`config.mk`:
```
export PLATFORM = sky130hd
export DESIGN_NAME = monolith_host_ctrl
export DESIGN_NICKNAME = d
export VERILOG_FILES = /design/src/rtl/monolith_pkg.sv /design/src/rtl/monolith_rsp_reg.sv /design/src/rtl/monolith_host_ctrl.sv
export SDC_FILE = /design/constraint.sdc
export NUM_CORES = 1
export LEC_CHECK = 0
export CAP_MARGIN = 5
export CORE_MARGIN = 5
export CORE_UTILIZATION = 46
export CTS_CLUSTER_SIZE = 20
export DETAILED_ROUTE_END_ITERATION = 8
export GPL_TIMING_DRIVEN = 0
export HOLD_SLACK_MARGIN = 0.05
export MAX_ROUTING_LAYER = met4
export PLACE_DENSITY = 0.94
export SYNTH_ARGS = -nofsm -noshare
export SYNTH_HDL_FRONTEND = slang
export SYNTH_SLANG_ARGS = --single-unit
```
`constraint.sdc`:
```
create_clock -name clk -period 3 [get_ports clk]
set_input_delay 0.75 -clock clk [delete_from_list [all_inputs] [get_ports clk]]
set_output_delay 0.75 -clock clk [all_outputs]
set_load 0.1 [all_outputs]
```
`src/rtl/monolith_pkg.sv`:
```
// monolith_pkg: shared types, constants and helpers for the Monolith-31 host controller
package monolith_pkg;
  localparam logic [30:0] M31_P = 31'h7FFF_FFFF;
  typedef enum logic {MODE_HASH = 1'b0, MODE_COMPRESS = 1'b1} mode_e;
  typedef enum logic [1:0] {IDLE, RUN, RECOVER} ctrl_state_e;
  // p itself is congruent to 0, every other 31-bit value is already canonical
  function automatic logic [30:0] m31_canon(input logic [30:0] x);
    return (x == M31_P) ? '0 : x;
  endfunction
endpackage

```
`src/rtl/monolith_rsp_reg.sv`:
```
// monolith_rsp_reg: single-entry valid/ready response register with load-while-draining
module monolith_rsp_reg #(
  parameter int TAG_W = 4
) (
  input  logic             clk,
  input  logic             reset,
  input  logic             load_i,
  input  logic [30:0]      out_i,
  input  logic [TAG_W-1:0] tag_i,
  input  logic             err_i,
  input  logic             rsp_ready_i,
  output logic             free_o,
  output logic             rsp_valid_o,
  output logic [30:0]      rsp_out_o,
  output logic [TAG_W-1:0] rsp_tag_o,
  output logic             rsp_err_o
);
  logic             valid_q;
  logic [30:0]      out_q;
  logic [TAG_W-1:0] tag_q;
  logic             err_q;
  assign free_o      = !valid_q || rsp_ready_i;
  assign rsp_valid_o = valid_q;
  assign rsp_out_o   = out_q;
  assign rsp_tag_o   = tag_q;
  assign rsp_err_o   = err_q;
  always_ff @(posedge clk) begin
    if (reset) begin
      valid_q <= 1'b0;
      out_q   <= '0;
      tag_q   <= '0;
      err_q   <= 1'b0;
    end else if (load_i) begin
      valid_q <= 1'b1;
      out_q   <= out_i;
      tag_q   <= tag_i;
      err_q   <= err_i;
    end else if (rsp_ready_i) begin
      valid_q <= 1'b0;
    end
  end
endmodule

```
`src/rtl/monolith_host_ctrl.sv`:
```
// monolith_host_ctrl: sequences hash/compress jobs onto the level-held go/valid Monolith-31 engine
module monolith_host_ctrl
  import monolith_pkg::*;
#(
  parameter int TAG_W         = 4,
  parameter int TIMEOUT       = 1023,
  parameter int GO_LOW_CYCLES = 1
) (
  input  logic             clk,
  input  logic             reset,
  input  logic             req_valid_i,
  output logic             req_ready_o,
  input  logic             req_mode_i,
  input  logic [30:0]      req_in1_i,
  input  logic [30:0]      req_in2_i,
  input  logic [TAG_W-1:0] req_tag_i,
  output logic             rsp_valid_o,
  input  logic             rsp_ready_i,
  output logic [30:0]      rsp_out_o,
  output logic [TAG_W-1:0] rsp_tag_o,
  output logic             rsp_err_o,
  output logic             eng_go_o,
  output logic [30:0]      eng_in1_o,
  output logic [30:0]      eng_in2_o,
  output logic             eng_hash_or_compress_o,
  input  logic [30:0]      eng_out_i,
  input  logic             eng_valid_i,
  output logic             busy_o
);
  localparam int CW = $clog2(TIMEOUT + 1);
  localparam int RW = $clog2(GO_LOW_CYCLES + 1);
  ctrl_state_e      state_q, state_d;
  logic [CW-1:0]    cnt_q, cnt_d;
  logic [RW-1:0]    rec_q, rec_d;
  logic [30:0]      in1_q, in1_d, in2_q, in2_d;
  mode_e            mode_q, mode_d;
  logic [TAG_W-1:0] tag_q, tag_d;
  logic             accept, timed_out, load, free;
  assign accept    = req_valid_i && state_q == IDLE;
  assign timed_out = cnt_q == CW'(TIMEOUT);
  // a held engine result wins over an expiring timeout
  assign load      = state_q == RUN && free && (eng_valid_i || timed_out);
  always_comb begin
    state_d = state_q;
    cnt_d   = cnt_q;
    rec_d   = rec_q;
    in1_d   = in1_q;
    in2_d   = in2_q;
    mode_d  = mode_q;
    tag_d   = tag_q;
    if (accept) begin
      state_d = RUN;
      cnt_d   = '0;
      in1_d   = m31_canon(req_in1_i);
      in2_d   = req_mode_i ? m31_canon(req_in2_i) : '0;
      mode_d  = mode_e'(req_mode_i);
      tag_d   = req_tag_i;
    end
    if (state_q == RUN) begin
      if (load) begin
        state_d = RECOVER;
        rec_d   = '0;
      end else if (!eng_valid_i && !timed_out) begin
        cnt_d = cnt_q + 1'b1;
      end
    end
    if (state_q == RECOVER) begin
      rec_d   = rec_q + 1'b1;
      state_d = (rec_q == RW'(GO_LOW_CYCLES - 1)) ? IDLE : RECOVER;
    end
  end
  always_ff @(posedge clk) begin
    if (reset) begin
      state_q <= IDLE;
      cnt_q   <= '0;
      rec_q   <= '0;
      in1_q   <= '0;
      in2_q   <= '0;
      mode_q  <= MODE_HASH;
      tag_q   <= '0;
    end else begin
      state_q <= state_d;
      cnt_q   <= cnt_d;
      rec_q   <= rec_d;
      in1_q   <= in1_d;
      in2_q   <= in2_d;
      mode_q  <= mode_d;
      tag_q   <= tag_d;
    end
  end
  monolith_rsp_reg #(.TAG_W(TAG_W)) u_rsp (
    .clk         (clk),
    .reset       (reset),
    .load_i      (load),
    .out_i       (eng_valid_i ? eng_out_i : 31'd0),
    .tag_i       (tag_q),
    .err_i       (!eng_valid_i),
    .rsp_ready_i (rsp_ready_i),
    .free_o      (free),
    .rsp_valid_o (rsp_valid_o),
    .rsp_out_o   (rsp_out_o),
    .rsp_tag_o   (rsp_tag_o),
    .rsp_err_o   (rsp_err_o)
  );
  assign req_ready_o            = state_q == IDLE;
  assign eng_go_o               = state_q == RUN;
  assign eng_in1_o              = in1_q;
  assign eng_in2_o              = in2_q;
  assign eng_hash_or_compress_o = mode_q;
  assign busy_o                 = state_q != IDLE || rsp_valid_o;
endmodule

```
==> impl_metrics.ini, run 1 <==
[outcome]
status = stopped before the end
stop_stage = 5_2_route
stop_error = [ERROR DRT-0255] Maze Route cannot find path of net clk in worker of routeBox ( 96600 0 ) ( 113795 48300 ).

[synth]
synth_area_per_cell_um2 = 9.333
yosysSeqAreaShare_pct = 47.26
syn_area_mm2 = 0.004956
synth_fp_nets = 638
async_flop_share_pct = 0
synth_edf_count = 0
synth-seq-cells = 117
ys_warn_count = 0
syn_inst = 531
yosysUniqueCellTypes = 46
synth_flop_cell = dfxtp_1

[global_route]
grt_util_all_layers_pct = 25.75
grt_max_degree = 17
grt_pass1_vias = 5395
grt_pass1_wl_um = 26570
grt-ovfl-total = 0
grt_antenna_before_repair = 0

[floorplanning]
die_h_um = 113.8
die_w_um = 113.8
start_util_pct = 47.58
io_pins = 206
rows = 37

[clocking]
post_cts_buffers = 0
clockBufferDepth = 2
clockRootBuffer = clkbuf_8
htree_levels = 4
cts_buffers = 17
clock-sinks = 117

[placement]
place_inst = 872
place_ws_ps = 177.4
gp_congestion = 0.8981
dp_hpwl_um = 12540
io_buffers = 205
==> metrics by stage <==
step           hold WS (ps)  util [%]  cell area, µm²
2_1_floorplan         436.6         -            4956
3_3_place_gp          440.8     68.91            7178
3_5_place_dp          443.2     68.91            7178
4_1_cts               457.0     74.40            7750
5_1_grt               468.4     74.40            7750
==> Yosys cell counts, drive strengths merged, types with 6 or more instances <==
master	instances	area, µm²
dfxtp	117	2342
nand2	84	315.3
a21oi	76	384.1
buf	33	246.5
o2111ai	32	280.3
o211ai	32	330.3
a22o	31	271.5
clkbuf	22	82.58
nand4	16	100.1
o21ai	12	60.06
nand3	11	55.05
a31oi	6	58.80
inv	6	22.52
or4	6	45.04
==> logic make-up after synthesis <==
| kind of cell | after synthesis | share of synthesized area [%] |
|---|---|---|
| simple gates | 146 | 14.04 |
| flops | 117 | 47.26 |
| fa+ha+maj | 4 | 1.010 |
| buf+inv | 61 | 7.094 |
| compound gates | 203 | 30.60 |
==> timing repair <==
| action | 4_1_cts | 5_1_grt |
|---|---|---|
| hold buffers | 0 | 0 |
| gates resized for setup | 3 | 0 |
| setup endpoints to repair | 3 | 0 |
==> per-layer routing <==
layer / GRT usage (%)
met1: 28.95
met5: -
met3: 7.745
met4: 10.06
met2: 43.07
==> run 2, diff against run 1 <==
--- a/config.mk
+++ b/config.mk
@@ -7,13 +7,10 @@
 export LEC_CHECK = 0
 export CAP_MARGIN = 5
 export CORE_MARGIN = 5
-export CORE_UTILIZATION = 46
-export CTS_CLUSTER_SIZE = 20
+export CORE_UTILIZATION = 40
 export DETAILED_ROUTE_END_ITERATION = 8
 export GPL_TIMING_DRIVEN = 0
-export HOLD_SLACK_MARGIN = 0.05
-export MAX_ROUTING_LAYER = met4
-export PLACE_DENSITY = 0.94
+export PLACE_DENSITY_LB_ADDON = 0.15
 export SYNTH_ARGS = -nofsm -noshare
 export SYNTH_HDL_FRONTEND = slang
 export SYNTH_SLANG_ARGS = --single-unit
==> run 2 against run 1 <==
Compared with the run above: the flow now finishes without violations; synthesized cell count unchanged; synthesized area unchanged; global-route usage decreased by 4.5 points.
==> impl_metrics.ini, run 2 <==
[worst_setup_path]
critical_path.top_delay_family = buffers and inverters
worst_ep_arrival_time_ps = 1980
cp-end-kind = primary output
reg2reg_from = state_q[0]
reg2regPathDepth = 7
cp_cell_sequence = inv_1 > ha_1 > nand2b_1 > dlygate4sd2_1
timing.rr.end = eng_in1_o[6]
rrSetupSlack_ps = 970
crit_fanout = 4
critPathKind = register to primary output
cpPeakStageDelay_ps = 860
worstPathRequired_ps = 2250
cp-start-kind = register
crit_buf_inv = 2
cp_slowest_cell = dlygate4sd2_1
cp.depth = 4

[synth]
ys_warn_count = 0
async_flop_share_pct = 0
yosys-top-cells-area = dfxtp_1 (47%), a21oi_1 (7.6%), nand2_1 (6.4%)
synth_top_area_share_pct = 47.26
synth_xor_xnor_area_share_pct = 0
synthMuxAreaShare_pct = 0
synth_compound_area_share_pct = 30.60
synth_fa_ha_area_share_pct = 1.010
synth_edf_count = 0
yosysSeqAreaShare_pct = 47.26
yosysMostFrequentCell = dfxtp_1
synth_area_per_cell_um2 = 9.333
synth-seq-cells = 117
synthSimpleGateAreaFrac_pct = 14.04
yosysUniqueCellTypes = 46
synth_top_family_by_area = compound AO/OA/AOI/OAI gates
syn_area_mm2 = 0.004956
syn_inst = 531
synth.top_cells.by_count = dfxtp_1 (117), nand2_1 (84), a21oi_1 (75)
synth_area_leader_cell = dfxtp_1
synth_flop_cell = dfxtp_1
synth_fp_nets = 638

[final_layout]
final_cells = 936
fin_nets = 862
syn_to_final_growth_pct = 57.64
diodes = 0
final_common_cell = clkdlybuf4s50_1
drive_gt1_share_pct = 10.94
layout_common_cells = clkdlybuf4s50_1 (202), dfxtp_1 (117), nand2_1 (84), a21oi_1 (75), o2111ai_1 (32)
fin_area_mm2 = 0.007812

[power]
p_per_area_mw_per_mm2 = 762.2
max-vdd-ir-drop_uv = 509.5
leakagePower_nw = 2.768

[detailed_routing]
first_pass_iters = 4
drc_errors = 0
first_iter_violations = 228
wl_um = 15900
ant_nets = 0
num_vias = 5021
viasPerCell = 5.364
routedWlPerCell_um = 16.99

[worst_hold_path]
hp-class = register to register
whs_endpoint = eng_in2_o[5]
holdPathStages = 2
hold_path_startpoint = eng_in2_o[5]

[floorplanning]
die-area_mm2 = 0.01472
core_mm2 = 0.01206
io_pins = 206
start_util_pct = 41.09
rows = 40
die_h_um = 121.3
die_w_um = 121.3

[global_route]
grt_max_degree = 17
grt_util_all_layers_pct = 21.30
grt_antenna_before_repair = 0
grt-ovfl-total = 0
grt_pass1_vias = 4972
grt_pass1_wl_um = 25120

[clocking]
clockBufferDepth = 2
clk_latency_ps = 410
cts_buffers = 17
post_cts_buffers = 0
clock-sinks = 117
clkTransAtPathRegs_ps = 50
htree_levels = 4
cts_tree = yes
clockRootBuffer = clkbuf_16

[placement]
gp_congestion = 0.8668
place_inst = 904
place_ws_ps = 189.8
dpl_cell_area_mm2 = 0.007218
io_buffers = 205
dp_hpwl_um = 12300

[timing]
fin_crit_ps = 2729
hold_violations = 0
relSlewSlack_pct = 31.24
finalSetupViolCount = 0
tightest_slew_ps = 1028
maxSlewViolCount = 0
finalCritPeriodShare_pct = 90.95
fmax_mhz = 366.5
skew_ps = 11.67
fin_ws_ps = 271.4
fin_setup_tns_ps = 0
rsz0062_at_grt = false

[outcome]
status = finished clean

[job]
cap_violations = 0
run 2: cell counts after synthesis:
Identical to the previous run, type by type.
run 2: report_power, final:
group / internal, mW / switching (mW) / leakage (nW)
Combinational: 0.561 / 1.59 / 1.52
Clock: 1.34 / 0.664 / 0.291
Sequential: 1.71 / 0.0861 / 0.953
Total: 3.62 / 2.34 / 2.77
run 2: layer usage:
metal	share of wire [%]	up-vias	global-route usage, %
met5	0	-	0
li1	-	2448	-
met2	50	171	36.06
met4	1.4	0	7.143
met3	6.7	18	6.667
met1	42	2384	25.53
run 2: how the worst max path moves through the flow:
| stage | start | slack [ps] | end |
|---|---|---|---|
| final | state_q[0] | 270 | busy_o |
| after global routing | state_q[0] | 170 | busy_o |
| after CTS | state_q[0] | 50 | req_ready_o |
| after floorplan | state_q[0] | 220 | busy_o |
| after detailed placement | reset | 190 | tag_q[0] |
| after global placement | reset | 200 | eng_in1_o[30] |
run 2: area by class of cell:
class                      instances  area [µm²]
buffer                            55       329.1
clock buffer                      23       467.9
fill                            1046        4249
tap                              168       210.2
sequential                       117        2342
multi-input combinational        353        2262
timing repair buffer             205        2052
inverter                           6       22.52
clock inverter                     9       126.4
run 2: repair_timing:
action / 4_1_cts / 5_1_grt
endpoints found under the setup margin: 2 / 1
gates resized for setup: 2 / 1
hold buffers: 0 / 0
cloned: 0 / 0
run 2: cells by family (layout without fill, tap and decap cells):
logic type,after synthesis,count (layout)
AO/OA/AOI/OAI,203,203
adder cells (fa/ha/maj),4,4
buffers and inverters,61,298
flip-flops,117,117
AND/OR/NAND/NOR,146,146
run 2: metrics by stage:
stage / util [%] / hold WS [ps] / total power [mW]
final: 64.77 / 448.6 / 5.955
after CTS: 64.75 / 451.7 / 6.004
after global placement: 59.84 / 439.3 / 3.959
after global routing: 64.77 / 475.5 / 6.202
after floorplan: - / 436.6 / 3.371
after detailed placement: 59.84 / 444.0 / 3.986
run 2: worst min-delay path, stage by stage, from the launching register on:
cell,delay [ps]
dfxtp_1,300
nand2_1,50
a21oi_1,50
Power figures use the tool's default switching activity.
